==> src/rtl/fme_sel_pkg.sv <==
// Shared helpers for the FME bank-select pipeline: lane width, select decode
// and the legacy 3:1 code map.
package fme_sel_pkg;

    localparam int MAX_SEL_W = 8;

    // Legacy 2-bit code -> bank, two bits per code: 00->0, 01->0, 10->1, 11->2.
    localparam logic [7:0] LEGACY_MAP = 8'b10_01_00_00;

    typedef struct packed {
        logic                 legal;
        logic [MAX_SEL_W-1:0] bank;
    } sel_dec_t;

    function automatic int calc_lw(input int data_width);
        return data_width + 2;
    endfunction

    function automatic sel_dec_t decode_sel(
        input logic [MAX_SEL_W-1:0] sel,
        input logic                 legacy,
        input int                   banks
    );
        sel_dec_t dec;
        dec.legal = 1'b1;
        dec.bank  = sel;
        if (legacy) begin
            dec.bank = {{(MAX_SEL_W-2){1'b0}}, LEGACY_MAP[{sel[1:0], 1'b0} +: 2]};
        end else if (32'(sel) >= 32'(banks)) begin
            dec.legal = 1'b0;
        end
        return dec;
    endfunction

endpackage

==> src/rtl/fme_skid_buf.sv <==
// Two-entry valid/ready skid buffer; ready is a pure register output so the
// upstream never sees a combinational path from m_ready.
module fme_skid_buf #(
    parameter int W = 8
) (
    input  logic         clk,
    input  logic         rst,
    input  logic         s_valid,
    output logic         s_ready,
    input  logic [W-1:0] s_data,
    output logic         m_valid,
    input  logic         m_ready,
    output logic [W-1:0] m_data
);

    logic         main_valid_reg;
    logic         skid_valid_reg;
    logic [W-1:0] main_data_reg;
    logic [W-1:0] skid_data_reg;
    logic         push;
    logic         drain;

    assign push  = s_valid && !skid_valid_reg;
    assign drain = main_valid_reg && m_ready;

    always_ff @(posedge clk or posedge rst) begin
        if (rst) begin
            main_valid_reg <= 1'b0;
            skid_valid_reg <= 1'b0;
            main_data_reg  <= '0;
            skid_data_reg  <= '0;
        end else if (drain) begin
            // A full skid entry means push is blocked, so only one source can refill main.
            if (skid_valid_reg) begin
                main_data_reg  <= skid_data_reg;
                skid_valid_reg <= 1'b0;
            end else if (push) begin
                main_data_reg  <= s_data;
            end else begin
                main_valid_reg <= 1'b0;
            end
        end else if (push) begin
            if (main_valid_reg) begin
                skid_data_reg  <= s_data;
                skid_valid_reg <= 1'b1;
            end else begin
                main_data_reg  <= s_data;
                main_valid_reg <= 1'b1;
            end
        end
    end

    assign s_ready = !skid_valid_reg;
    assign m_valid = main_valid_reg;
    assign m_data  = main_data_reg;

endmodule

==> src/rtl/fme_bank_select_pipe.sv <==
// Registered bank selector for FME candidate rows: decodes sel, forwards the
// chosen bank through a skid stage, flags illegal codes and counts usage.
module fme_bank_select_pipe
    import fme_sel_pkg::*;
#(
    parameter int DATA_WIDTH = 8,
    parameter int LANES      = 16,
    parameter int BANKS      = 3,
    parameter int SEL_W      = 2,
    parameter bit LEGACY_ENC = 1'b1,
    parameter int CNT_W      = 16,
    localparam int LW        = calc_lw(DATA_WIDTH)
) (
    input  logic                        clk,
    input  logic                        rst,
    input  logic                        in_valid,
    output logic                        in_ready,
    input  logic [SEL_W-1:0]            sel,
    input  logic [BANKS*LANES*LW-1:0]   in_data,
    output logic                        out_valid,
    input  logic                        out_ready,
    output logic [LANES*LW-1:0]         out_data,
    output logic [SEL_W-1:0]            out_bank,
    output logic                        err_sel,
    input  logic                        cnt_clr,
    output logic [BANKS*CNT_W-1:0]      bank_cnt
);

    localparam bit LEGACY_ACTIVE = LEGACY_ENC && (BANKS == 3) && (SEL_W == 2);
    localparam int RW            = LANES * LW;
    localparam int PW            = SEL_W + RW;

    sel_dec_t          dec;
    logic [SEL_W-1:0]  dec_bank;
    logic [RW-1:0]     mux_data;
    logic              accept;
    logic              err_sel_reg;
    logic [PW-1:0]     payload;

    always_comb begin
        dec      = decode_sel(MAX_SEL_W'(sel), LEGACY_ACTIVE, BANKS);
        dec_bank = dec.bank[SEL_W-1:0];
        mux_data = '0;
        for (int b = 0; b < BANKS; b++) begin
            if (dec_bank == SEL_W'(b)) begin
                mux_data = in_data[b*RW +: RW];
            end
        end
    end

    assign accept = in_valid && in_ready;

    // Illegal beats still consume the handshake but never enter the buffer.
    fme_skid_buf #(
        .W (PW)
    ) u_skid (
        .clk     (clk),
        .rst     (rst),
        .s_valid (in_valid && dec.legal),
        .s_ready (in_ready),
        .s_data  ({dec_bank, mux_data}),
        .m_valid (out_valid),
        .m_ready (out_ready),
        .m_data  (payload)
    );

    assign out_bank = payload[PW-1 -: SEL_W];
    assign out_data = payload[RW-1:0];

    always_ff @(posedge clk or posedge rst) begin
        if (rst) begin
            err_sel_reg <= 1'b0;
        end else begin
            err_sel_reg <= accept && !dec.legal;
        end
    end

    assign err_sel = err_sel_reg;

    for (genvar gi = 0; gi < BANKS; gi++) begin : g_cnt
        logic [CNT_W-1:0] cnt_reg;
        logic             hit;

        assign hit = out_valid && out_ready && (out_bank == SEL_W'(gi));

        // Clear has priority; counters stick at all-ones instead of wrapping.
        always_ff @(posedge clk or posedge rst) begin
            if (rst) begin
                cnt_reg <= '0;
            end else if (cnt_clr) begin
                cnt_reg <= '0;
            end else if (hit && (cnt_reg != '1)) begin
                cnt_reg <= cnt_reg + 1'b1;
            end
        end

        assign bank_cnt[gi*CNT_W +: CNT_W] = cnt_reg;
    end

endmodule

==> config.mk <==
export PLATFORM = sky130hd
export DESIGN_NAME = fme_bank_select_pipe
export DESIGN_NICKNAME = d
export VERILOG_FILES = /design/src/rtl/fme_sel_pkg.sv /design/src/rtl/fme_skid_buf.sv /design/src/rtl/fme_bank_select_pipe.sv
export SDC_FILE = /design/constraint.sdc
export NUM_CORES = 1
export LEC_CHECK = 0
export ABC_AREA = 1
export BUFFER_PORTS_ARGS = -buffer_cell sky130_fd_sc_hd__buf_2
export CAP_MARGIN = 40
export CORE_AREA = 2 2 276 278
export CTS_BUF_LIST = sky130_fd_sc_hd__clkbuf_4
export DETAILED_ROUTE_END_ITERATION = 10
export DIE_AREA = 0 0 278 280
export GPL_TIMING_DRIVEN = 1
export PLACE_DENSITY = 0.52
export SYNTH_ARGS = -nofsm -noshare
export SYNTH_HDL_FRONTEND = slang
export SYNTH_SLANG_ARGS = --single-unit
==> constraint.sdc <==
create_clock -name clk -period 26 [get_ports clk]
set_input_delay 3.9 -clock clk [delete_from_list [all_inputs] [get_ports clk]]
set_output_delay 3.9 -clock clk [all_outputs]
set_load 0.02 [all_outputs]
Word level (Yosys, flattened, before mapping)
Cells that the tools add are included.
{ "word_totals": {"elab_cells": 64, "register_bits": 374, "in_bits": 487, "out_inout_bits": 213} }
{ "op_classes": {"n_addsub": 3, "bitwise": 1, "shifts": 1, "reduce_logical": 21, "n_eq_ne": 10, "n_mux": 21} }
{ "ops": {"columns": ["operator", "n"], "rows": [
  ["$mux 162", 5],
  ["$mux 160", 3],
  ["$mux 16", 6],
  ["$add 16x1->16 const B", 3],
  ["$ne 16x16->1 const B", 3],
  ["$reduce_bool 2->1", 6],
  ["$reduce_and 3->1", 3],
  ["$logic_and 1x1->1", 8],
  ["$shiftx 8x4->2 const A", 1],
  ["$mux 1", 7],
  ["$ne 2x2->1 const B", 3],
  ["$eq 2x1->1 const B", 2],
  ["$eq 2x2->1 const B", 2],
  ["$logic_not 2->1", 2],
  ["$reduce_and 2->1", 1],
  ["$logic_not 1->1", 1],
  ["$not 1->1", 1]
]} }

Logic depth before layout (Yosys ltp)
Gate-level depths: netlist of run 1.
{ "depth": {"word_depth": 8, "depth_mapped": 10, "ltp_nobuf": 9} }

Cells and area by module
From an unflattened synthesis of run 1, not the netlist that was laid out.
{ "hier_totals": {"cells_unflattened": 3048, "area_unflattened_um2": 20514.7} }
{ "modules_own_cells": {"columns": ["module", "cells_per_inst", "n_inst", "area_per_inst_um2", "seq_area_each_um2"], "rows": [
  ["fme_skid_buf", 1912, 1, 14636.5, 8157.8],
  ["fme_bank_select_pipe", 1136, 1, 5878.1, 1201.2]
]} }

Least setup slack after synthesis of run 1
Ideal clock, no wire load.
{ "synth_timing": {"path_type": "input to register", "from": "in out_ready", "to": "reg g_cnt[0].cnt_reg[2]", "required_time_ps": 25882, "n_path_buf": 1, "arrival_ps": 4763, "setup_time_ps": 118, "slack_ps": 21119, "cell_stages": 8, "cell_sequence": "nand2_2 > nor3_1 > inv_1 > nor2_4 > nor2_4 > buf_6 > nand2_1 > nand2_1"} }
{ "synth_via": {"elab_chain_cells": 4} }
{ "synth_lines": {"columns": ["item", "line_no", "text"], "rows": [
  ["from (decl)", "fme_bank_select_pipe.sv:21", "input logic out_ready,"],
  ["$logic_and 1x1->1 (2 in a row)", "fme_bank_select_pipe.sv:84", "assign hit = out_valid && out_ready && (out_bank == SEL_W'(gi));"],
  ["$logic_and 1x1->1", "fme_bank_select_pipe.sv:92", "end else if (hit && (cnt_reg != '1)) begin"],
  ["$reduce_bool 2->1 (no source line)", null, null],
  ["to (signal assigned)", "fme_bank_select_pipe.sv:93", "cnt_reg <= cnt_reg + 1'b1;"],
  ["to (decl)", "fme_bank_select_pipe.sv:81", "logic [CNT_W-1:0] cnt_reg;"]
]} }
No other way between the ends.
A chain may end at the register's enable or synchronous reset.

Worst setup path in the final report of run 1
{ "layout_timing": {"from": "in out_ready", "to": "reg u_skid.main_data_reg[52], in the netlist u_skid.m_data[52]"} }
{ "layout_via": {"elab_chain_cells": 3, "elab_cells_between_ends": 5, "cone_classes": "1 x eq/ne; 1 x mux; 3 x reduce/logical"} }
{ "layout_lines": {"columns": ["item", "line_no", "text"], "rows": [
  ["$logic_and 1x1->1 (*)", "fme_skid_buf.sv:24", "assign drain = main_valid_reg && m_ready;"],
  ["$ne 2x2->1 (no source line) or $reduce_bool 2->1 (tied branches)", null, null],
  ["$reduce_and 3->1 (no source line)", null, null],
  ["to (signal assigned)", "fme_skid_buf.sv:35", "main_data_reg <= skid_data_reg;"],
  ["to (signal assigned)", "fme_skid_buf.sv:38", "main_data_reg <= s_data;"],
  ["to (signal assigned)", "fme_skid_buf.sv:47", "main_data_reg <= s_data;"],
  ["to (decl)", "fme_skid_buf.sv:18", "logic [W-1:0] main_data_reg;"]
]} }
Mark *: on every way between the ends. The rest lies on a longest branch, timed or not.

==> flow_metrics.env, run 1 <==
export IMPL_grt_ovfl_total=0
export IMPL_area_growth_pct=29.4
export IMPL_leakage_nw=13.4
export IMPL_slowest_stage="buf_4"
export IMPL_fillCellCount=8297
export IMPL_finalHoldViolations=0
export IMPL_grt_pass1_vias=19900
export IMPL_critPathMaxFanout=57
export IMPL_coreArea_sq_um=75200
export IMPL_crit_chain="buf_2 -> nand2_2 -> nor2_4 -> buf_4 -> o21ai_4 -> inv_6 -> buf_4 -> nor2_1 -> a21oi_1"
export IMPL_first_pass_iters=7
export IMPL_period_needed_ns=5.81
export IMPL_rows=101
export IMPL_min_path_type="reg -> reg"
export IMPL_required_ns=26.73
export IMPL_chipHeight_microns=280
export IMPL_wl_per_cell_microns=16.3
export IMPL_io_pins=700
export IMPL_clkLatencyLatePin_ns=0.85
export IMPL_cts_root_buf="clkbuf_4"
export IMPL_period_share=0.224
export IMPL_synth_seq_cells=374
export IMPL_cpPeakStageDelay_ns=0.67
export IMPL_total_power_mw=2.52
export IMPL_yosys_warnings=0
export IMPL_postCtsResizedCells=0
export IMPL_crit_top_cell="buf_4"
export IMPL_ant_nets=0
export IMPL_cp_data_arrival_time_ns=6.54
export IMPL_htree_num_levels=3
export IMPL_slew_headroom=0.397
export IMPL_syn_area_per_cell_sq_um=7.12
export IMPL_hpwl_mm=49.5
export IMPL_worst_setup_path_start_kind="input port"
export IMPL_setup_viol=0
export IMPL_syn_nets=3211
export IMPL_start_util=0.258
export IMPL_status="complete, no violations"
export IMPL_worstSetupPathType="in -> reg"
export IMPL_drc=0
export IMPL_tightest_slew_ns=0.904
export IMPL_die_w_microns=278
export IMPL_yosysUniqueCellTypes=28
export IMPL_die_area_sq_um=77800
export IMPL_hold_buffers=0
export IMPL_powerDensity_nw_per_um2=101
export IMPL_ys_seq_area_frac=0.483
export IMPL_gp_congestion=0.830
export IMPL_synth_cells=2721
export IMPL_cts_setup_buffers=0
export IMPL_antenna_found_initial=6
export IMPL_grt_max_degree=99
export IMPL_rsz0062_at_grt="false"
export IMPL_fin_nets=3879
export IMPL_path_clk_slew_ns=0.06
export IMPL_drt_vias_per_instance=4.58
export IMPL_drive_gt1_frac=0.270
export IMPL_portBuffers=698
export IMPL_irDropWorstVdd_mv=0.0397
export IMPL_num_vias=20400
export IMPL_wl_mm=72.7
export IMPL_drv_cap=0
export IMPL_tns_ns=0
export IMPL_fin_worst_skew_ns=0.0663
export IMPL_tritoncts="built"
export IMPL_grt_util_all_layers=0.182
export IMPL_clock_sinks=374
export IMPL_drv_slew=0
export IMPL_drt_iter0_drc=1137
export IMPL_cp_end_kind="flip-flop"
export IMPL_clock_path_buffers=3
export IMPL_syn_area_sq_um=19400
export IMPL_grt_pass1_wl_mm=113
export IMPL_cts_buffers_inserted=107
export IMPL_max_freq_ghz=0.172
==> layout make-up <==
class | instances | area (sq um) | area share
inverter | 41 | 186 | 0.00743
timing repair buffer | 727 | 3860 | 0.154
sequential | 374 | 9360 | 0.373
multi-input combinational | 2138 | 9070 | 0.362
tap | 978 | 1220 | 0.0488
clock buffer | 165 | 1240 | 0.0494
clock inverter | 28 | 128 | 0.00509
antenna | 6 | 15.0 | 0.000599
==> placed cells by master, fill, tap and decap left out, types with 2 or more instances in the layout <==
master,count
a21oi_1,321
buf_12,2
buf_16,6
buf_2,698
buf_4,21
clkbuf_4,165
clkinv_1,21
clkinv_2,3
clkinv_4,3
dfrtp_1,374
diode_2,6
ha_1,3
inv_1,30
inv_2,5
inv_6,5
nand2_1,1300
nand2_2,4
nand3_1,190
nand3b_1,3
nand4_1,43
nor2_1,215
nor2_2,7
nor2_4,9
nor3_2,2
o21ai_0,9
o21bai_1,8
o22ai_1,2
or2_2,4
xor2_1,14
==> routing by layer <==
layer | up-vias | routed length [microns] | global-route usage
met3 | 86 | 3800 | 0.0361
met5 | - | 0 | 0
li1 | 10100 | - | -
met1 | 9602 | 31900 | 0.232
met4 | 0 | 1390 | 0.0511
met2 | 637 | 35600 | 0.312
==> cell usage after synthesis <==
library cell	instances	area, sq um
nand2_1	1300	4880
dfrtp_1	374	9360
a21oi_1	321	1610
nor2_1	215	807
nand3_1	191	956
buf_2	100	500
clkbuf_1	54	203
nand4_1	43	269
inv_1	31	116
xor2_1	14	123
inv_2	9	33.8
nor2_4	9	101
o21ai_0	9	45.0
o21bai_1	8	60.1
nor2_2	7	43.8
buf_4	5	37.5
buf_6	5	56.3
buf_1	4	15.0
nand2_2	4	25.0
or2_2	4	25.0
ha_1	3	37.5
nand3b_1	3	22.5
nor3_2	2	20.0
o22ai_1	2	12.5
conb_1	1	3.75
inv_4	1	6.26
nor3_1	1	5.00
o21ai_4	1	16.3
==> worst max-delay path: cells and delay by family <==
kind,cells,cell delay [ns]
buffers and inverters,4,1.55
AND/OR/NAND/NOR,3,0.75
AO/OA/AOI/OAI,2,0.25
==> power by group <==
part | leakage (nW) | switching [mW] | internal (mW)
clock network | 0.816 | 0.264 | 0.288
logic | 7.97 | 0.687 | 0.319
registers | 4.57 | 0.139 | 0.825
==> final timing paths <==
| check | startpoint | end | slack (ns) | cells after the start |
|---|---|---|---|---|
| max | out_ready | u_skid.m_data[52]$_DFFE_PP0P_ | 20.19 | 9 |
| min | u_skid.skid_data_reg[8]$_DFFE_PP0P_ | u_skid.skid_data_reg[8]$_DFFE_PP0P_ | 0.48 | 2 |
| max reg2reg | u_skid.m_valid$_DFFE_PP0P_ | u_skid.m_data[52]$_DFFE_PP0P_ | 22.86 | 8 |
| min reg2reg | u_skid.skid_data_reg[8]$_DFFE_PP0P_ | u_skid.skid_data_reg[8]$_DFFE_PP0P_ | 0.48 | 2 |
| max in group asynchronous | rst | u_skid.m_data[9]$_DFFE_PP0P_ | 20.75 | 7 |
| min in group asynchronous | rst | g_cnt[2].cnt_reg[5]$_DFFE_PP0P_ | 3.07 | 2 |
==> through the flow <==
step                      worst slack (ns)  cells  cell area (sq um)   util  hold WS (ns)
final                                20.19   4457              25100  0.334         0.476
after global routing                 20.00   4457              25100  0.334         0.490
after CTS                            20.25   4451              25100  0.333         0.481
after detailed placement             19.30   4258              23700  0.315         0.465
after global placement               19.18   4250              23500  0.312         0.461
after floorplan                      11.71   2721              19400      -         0.449
==> cell families (layout without fill, tap and decap cells) <==
logic type               Yosys count  after routing  synth area share
adder cells (fa/ha/maj)            3              3           0.00194
AO/OA/AOI/OAI                    341            341            0.0898
buffers and inverters            209            961            0.0500
AND/OR/NAND/NOR                 1779           1779             0.369
flip-flops                       374            374             0.483
XOR/XNOR                          14             14           0.00633
other                              1              7          0.000193
Note: power is estimated with default switching activity, not from simulation.
==> inputs of run 2 (changes only) <==
- ABC_AREA: 1 -> 0
- CORE_AREA: 2 2 276 278 -> 2 2 270 272
- DIE_AREA: 0 0 278 280 -> 0 0 272 274
- PLACE_DENSITY: 0.52 -> 0.54
- clock period: 26 -> 6 ns (I/O delays scaled with it)
==> flow_metrics.env, run 2 <==
export IMPL_grt_ovfl_total=0
export IMPL_status="complete, no violations"
export IMPL_synth_simple_gate_area_frac=0.106
export IMPL_period_share=0.433
export IMPL_yosys_area_top_type="dfrtp_1"
export IMPL_clkLatencyLatePin_ns=0.85
export IMPL_rr_startpoint="u_skid.m_valid$_DFFE_PP0P_"
export IMPL_cts_setup_buffers=0
export IMPL_ys_seq_area_frac=0.475
export IMPL_die_w_microns=272
export IMPL_grt_util_all_layers=0.168
export IMPL_synth_seq_cells=374
export IMPL_synth_area_leaders="dfrtp_1, mux2_2, mux2i_1"
export IMPL_period_needed_ns=2.60
export IMPL_io_pins=700
export IMPL_synth_compound_area_frac=0.201
export IMPL_gp_congestion=0.840
export IMPL_portBuffers=698
export IMPL_drv_slew=0
export IMPL_leakage_nw=12.2
export IMPL_hold_buffers=0
export IMPL_fillCellCount=7547
export IMPL_final_util=0.353
export IMPL_irDropWorstVdd_mv=0.467
export IMPL_tns_ns=0
export IMPL_syn_area_sq_um=19700
export IMPL_critPathMaxFanout=16
export IMPL_synthMuxAreaShare=0.180
export IMPL_yosysUniqueCellTypes=45
export IMPL_tritoncts="built"
export IMPL_fin_nets=3175
export IMPL_drive_gt1_frac=0.386
export IMPL_worst_setup_path_start_kind="flip-flop"
export IMPL_syn_nets=2509
export IMPL_place_ws_ns=2.80
export IMPL_drv_cap=0
export IMPL_grt_pass1_wl_mm=99.1
export IMPL_cp_data_arrival_time_ns=3.29
export IMPL_synthXorXnorAreaFrac=0
export IMPL_finalHoldViolations=0
export IMPL_min_path_type="in -> async"
export IMPL_antenna_found_initial=11
export IMPL_die_area_sq_um=74500
export IMPL_num_vias=17800
export IMPL_place_area_sq_um=24100
export IMPL_grt_max_degree=173
export IMPL_drt_iter0_drc=871
export IMPL_synth_top_area_frac=0.475
export IMPL_layout_common_cells="buf_2, dfrtp_1, nor2_1, a21oi_1, nand2_1"
export IMPL_rsz0062_at_grt="false"
export IMPL_reg2reg_to="g_cnt[0].cnt_reg[13]$_DFFE_PP0P_"
export IMPL_wl_mm=64.9
export IMPL_clock_sinks=374
export IMPL_clock_path_buffers=3
export IMPL_synth_top_family_by_area="compound AO/OA/AOI/OAI gates"
export IMPL_layout_setup_ws_ns=3.40
export IMPL_rows=99
export IMPL_tightest_slew_ns=1.06
export IMPL_coreArea_sq_um=72000
export IMPL_async_flop_share=1.00
export IMPL_cp_end_kind="flip-flop"
export IMPL_final_common_cell="buf_2"
export IMPL_max_freq_ghz=0.385
export IMPL_slew_headroom=0.296
export IMPL_path_clk_slew_ns=0.06
export IMPL_ant_nets=0
export IMPL_synth_flop_cell="dfrtp_1"
export IMPL_syn_area_per_cell_sq_um=9.76
export IMPL_worstSetupPathType="reg -> reg"
export IMPL_synth_edf_count=0
export IMPL_rrSetupSlack_ns=3.40
export IMPL_ys_top_cells_by_count="dfrtp_1, a21oi_1, nand2_1, nor2_1, a211oi_1"
export IMPL_synth_adder_area_share=0.00190
export IMPL_start_util=0.274
export IMPL_worstRegToRegCells=4
export IMPL_cts_buffers_inserted=108
export IMPL_grt_pass1_vias=17100
export IMPL_area_growth_pct=29.1
export IMPL_required_ns=6.70
export IMPL_setup_viol=0
export IMPL_postCtsResizedCells=0
export IMPL_post_route_cell_area_sq_um=25400
export IMPL_synth_cells=2019
export IMPL_yosysMostFrequentCell="dfrtp_1"
export IMPL_cts_root_buf="clkbuf_4"
export IMPL_yosys_warnings=0
export IMPL_first_pass_iters=5
export IMPL_drc=0
export IMPL_powerDensity_nw_per_um2=420
export IMPL_crit_start="u_skid.m_valid$_DFFE_PP0P_"
export IMPL_drt_vias_per_instance=4.79
export IMPL_fin_worst_skew_ns=0.0642
export IMPL_chipHeight_microns=274
export IMPL_wl_per_cell_microns=17.4
export IMPL_htree_num_levels=3
export IMPL_hpwl_mm=45.7
[run 2: power breakdown]
| group | total [mW] | internal [mW] | switching [mW] | leakage, nW |
|---|---|---|---|---|
| combinational | 4.07 | 1.59 | 2.48 | 6.88 |
| sequential | 4.22 | 3.61 | 0.610 | 4.56 |
| clock | 2.40 | 1.27 | 1.14 | 0.795 |
[run 2: through the flow]
| stage | std cells | hold slack [ns] | power, mW |
|---|---|---|---|
| floorplan | 2019 | 0.450 | 6.87 |
| global placement | 3533 | 0.459 | 8.33 |
| detailed placement | 3534 | 0.465 | 8.38 |
| CTS | 3713 | 0.0613 | 10.9 |
| global route | 3721 | 0.0865 | 11.5 |
| finish | 3722 | 0.189 | 10.7 |
[run 2: logic make-up (layout without fill, tap and decap cells)]
logic type | after synthesis | after routing
compound gates | 644 | 644
simple gates | 481 | 481
flops | 374 | 374
mux | 334 | 334
buf+inv | 182 | 917
fa+ha+maj | 3 | 3
other cells | 1 | 10
[run 2: critical path: stages (launching register included)]
cell and delay, ns:
dfrtp_1 0.61, nand4bb_2 0.43, or4_1 0.75, or4_1 0.52, a21oi_1 0.16
[run 2: cell type report]
type | instances | area [sq um] | area share
sequential | 374 | 9360 | 0.368
clock inverter | 23 | 163 | 0.00639
multi-input combinational | 1463 | 9670 | 0.380
clock buffer | 156 | 1170 | 0.0460
inverter | 16 | 63.8 | 0.00251
antenna | 9 | 22.5 | 0.000885
tap | 959 | 1200 | 0.0472
timing repair buffer | 722 | 3790 | 0.149
[run 2: worst max-delay path by stage]
| stage | to | slack [ns] | cells past startpoint |
|---|---|---|---|
| finish | g_cnt[0].cnt_reg[13]$_DFFE_PP0P_ | 3.40 | 4 |
| global route | out_valid | 3.22 | 1 |
| CTS | out_valid | 3.26 | 1 |
| detailed placement | u_skid.m_data[64]$_DFFE_PP0P_ | 2.80 | 6 |
| global placement | u_skid.m_data[62]$_DFFE_PP0P_ | 2.85 | 6 |
| floorplan | g_cnt[0].cnt_reg[0]$_DFFE_PP0P_ | 0.08 | 1 |
[run 2: per-layer routing]
layer	vias up	wire (microns)	global-route usage
met5	-	48	0
met4	8	1820	0.0630
met3	116	4060	0.0440
met2	553	30700	0.274
met1	8417	28200	0.214
li1	8740	-	-
==> inputs of run 3 (changes only) <==
- clock period: 6 -> 2.65 ns (I/O delays scaled with it)
==> flow_metrics.env, run 3 (synthesis results as in run 2) <==
export IMPL_status="complete, no violations"
export IMPL_crit_family="buffers and inverters"
export IMPL_critPathMaxFanout=73
export IMPL_slowest_stage="dfrtp_1"
export IMPL_grt_util_all_layers=0.181
export IMPL_place_ws_ns=0.456
export IMPL_path_buf_inv=3
export IMPL_start_util=0.274
export IMPL_io_pins=700
export IMPL_fillCellCount=7214
export IMPL_p_switching_mw=9.89
export IMPL_num_vias=19500
export IMPL_gp_congestion=0.889
export IMPL_powerDensity_nw_per_um2=861
export IMPL_path_clk_slew_ns=0.06
export IMPL_clock_sinks=374
export IMPL_drt_vias_per_instance=4.76
export IMPL_grt_max_degree=90
export IMPL_ant_nets=0
export IMPL_layout_setup_ws_ns=0.170
export IMPL_pwr_share_seq=0.378
export IMPL_worstSetupPathType="reg -> reg"
export IMPL_die_w_microns=272
export IMPL_crit_chain="nand4_1 -> buf_12 -> buf_12 -> a211oi_1 -> dlygate4sd3_1 -> a21o_1"
export IMPL_sw_frac_of_total=0.393
export IMPL_drv_slew=0
export IMPL_period_share=0.936
export IMPL_max_freq_ghz=0.403
export IMPL_hpwl_mm=49.2
export IMPL_grt_pass1_vias=19200
export IMPL_min_path_type="in -> reg"
export IMPL_rsz0062_at_grt="false"
export IMPL_portBuffers=698
export IMPL_area_growth_pct=48.2
export IMPL_p_int_mw=15.3
export IMPL_p_comb_frac=0.406
export IMPL_rows=99
export IMPL_tritoncts="built"
export IMPL_finalHoldViolations=0
export IMPL_tightest_slew_ns=0.578
export IMPL_final_cells=4090
export IMPL_period_needed_ns=2.48
export IMPL_register_area_sq_um=9360
export IMPL_first_pass_iters=7
export IMPL_drc=0
export IMPL_clkLatencyLatePin_ns=0.84
export IMPL_irDropWorstVdd_mv=0.592
export IMPL_clock_path_buffers=3
export IMPL_die_area_sq_um=74500
export IMPL_drive_gt1_frac=0.359
export IMPL_cpPeakStageDelay_ns=0.60
export IMPL_leakage_nw=14.0
export IMPL_cts_setup_buffers=0
export IMPL_drt_iter0_drc=918
export IMPL_cp_data_arrival_time_ns=3.26
export IMPL_cts_root_buf="clkbuf_4"
export IMPL_fin_nets=3545
export IMPL_final_common_cell="buf_2"
export IMPL_chipHeight_microns=274
export IMPL_dp_cells=3590
export IMPL_grt_ovfl_total=0
export IMPL_htree_num_levels=3
export IMPL_cts_buffers_inserted=110
export IMPL_cp_end_kind="flip-flop"
export IMPL_clockPowerShare=0.217
export IMPL_slew_headroom=0.614
export IMPL_setup_viol=0
export IMPL_crit_top_cell="buf_12"
export IMPL_wl_mm=70.0
export IMPL_drv_cap=0
export IMPL_fin_worst_skew_ns=0.0643
export IMPL_layout_common_cells="buf_2, dfrtp_1, dlygate4sd3_1"
export IMPL_postCtsResizedCells=0
export IMPL_grt_pass1_wl_mm=108
export IMPL_multi_input_area_sq_um=9670
export IMPL_total_power_mw=25.1
export IMPL_antenna_found_initial=4
export IMPL_worst_setup_path_start_kind="flip-flop"
export IMPL_coreArea_sq_um=72000
export IMPL_required_ns=3.43
export IMPL_wl_per_cell_microns=17.1
-- run 3: cell types whose count changed in the layout (fill, tap and decap cells not counted) --
cell and delta:
buf_12 +18, buf_4 +38, bufinv_16 -1, clkbuf_4 +2, clkinv_1 +5, clkinv_2 -1, diode_2 -7, dlygate4sd3_1 +312
inv_2 +1, inv_8 +1
-- run 3: what timing repair did --
item                       CTS  global route
hold endpoints to repair   527             0
hold buffers               312             0
setup endpoints to repair    0             0
-- run 3: area by class of cell --
type,count,share of cell area
Clock buffer,158,0.0406
Antenna cell,2,0.000171
Clock inverter,28,0.00553
Sequential cell,374,0.320
Inverter,16,0.00219
Multi-Input combinational cell,1463,0.331
Tap cell,959,0.0411
Timing Repair Buffer,1090,0.259
-- run 3: power by group through the flow --
stage	clock (mW)	combinational [mW]	sequential, mW
2_1_floorplan	0	4.65	10.9
3_3_place_gp	0	9.69	9.52
3_5_place_dp	0	9.80	9.57
4_1_cts	5.69	10.3	9.50
5_1_grt	6.01	11.1	9.79
6_report	5.44	10.2	9.50
-- run 3: final timing paths --
| path | start | cells after the start | slack [ns] | end |
|---|---|---|---|---|
| setup / recovery | u_skid.m_valid$_DFFE_PP0P_ | 6 | 0.17 | u_skid.skid_data_reg[102]$_DFFE_PP0P_ |
| hold / removal | in_data[476] | 4 | 0.13 | u_skid.skid_data_reg[156]$_DFFE_PP0P_ |
| setup reg to reg | u_skid.m_valid$_DFFE_PP0P_ | 6 | 0.17 | u_skid.skid_data_reg[102]$_DFFE_PP0P_ |
| hold reg to reg | u_skid.skid_data_reg[130]$_DFFE_PP0P_ | 1 | 0.47 | u_skid.skid_data_reg[130]$_DFFE_PP0P_ |
| max in group asynchronous | rst | 5 | 1.62 | u_skid.skid_data_reg[152]$_DFFE_PP0P_ |
| min in group asynchronous | rst | 3 | 0.17 | u_skid.m_data[26]$_DFFE_PP0P_ |
-- run 3: worst register-to-register path, cell delays in order, from the launching register on --
cell and delay (ns):
dfrtp_1 0.60, nand4_1 0.32, buf_12 0.27, buf_12 0.21
a211oi_1 0.34, dlygate4sd3_1 0.59, a21o_1 0.08
-- run 3: per-layer routing --
metal  vias to the layer above  track usage  wire length [microns]
met5                         -            0                      0
met4                         0       0.0577                   1670
met3                       110       0.0384                   3750
met2                       554        0.307                  33900
met1                      9282        0.229                  30700
li1                       9504            -                      -
-- run 3: through the flow --
stage	utilization	hold slack (ns)	TNS, ns	area, sq um
after floorplan	-	0.450	-1035.83	19700
after CTS	0.406	0.000426	0	29200
final	0.406	0.128	0	29200
after global routing	0.406	0.0425	0	29200
after global placement	0.344	0.454	0	24700
after detailed placement	0.344	0.461	0	24700
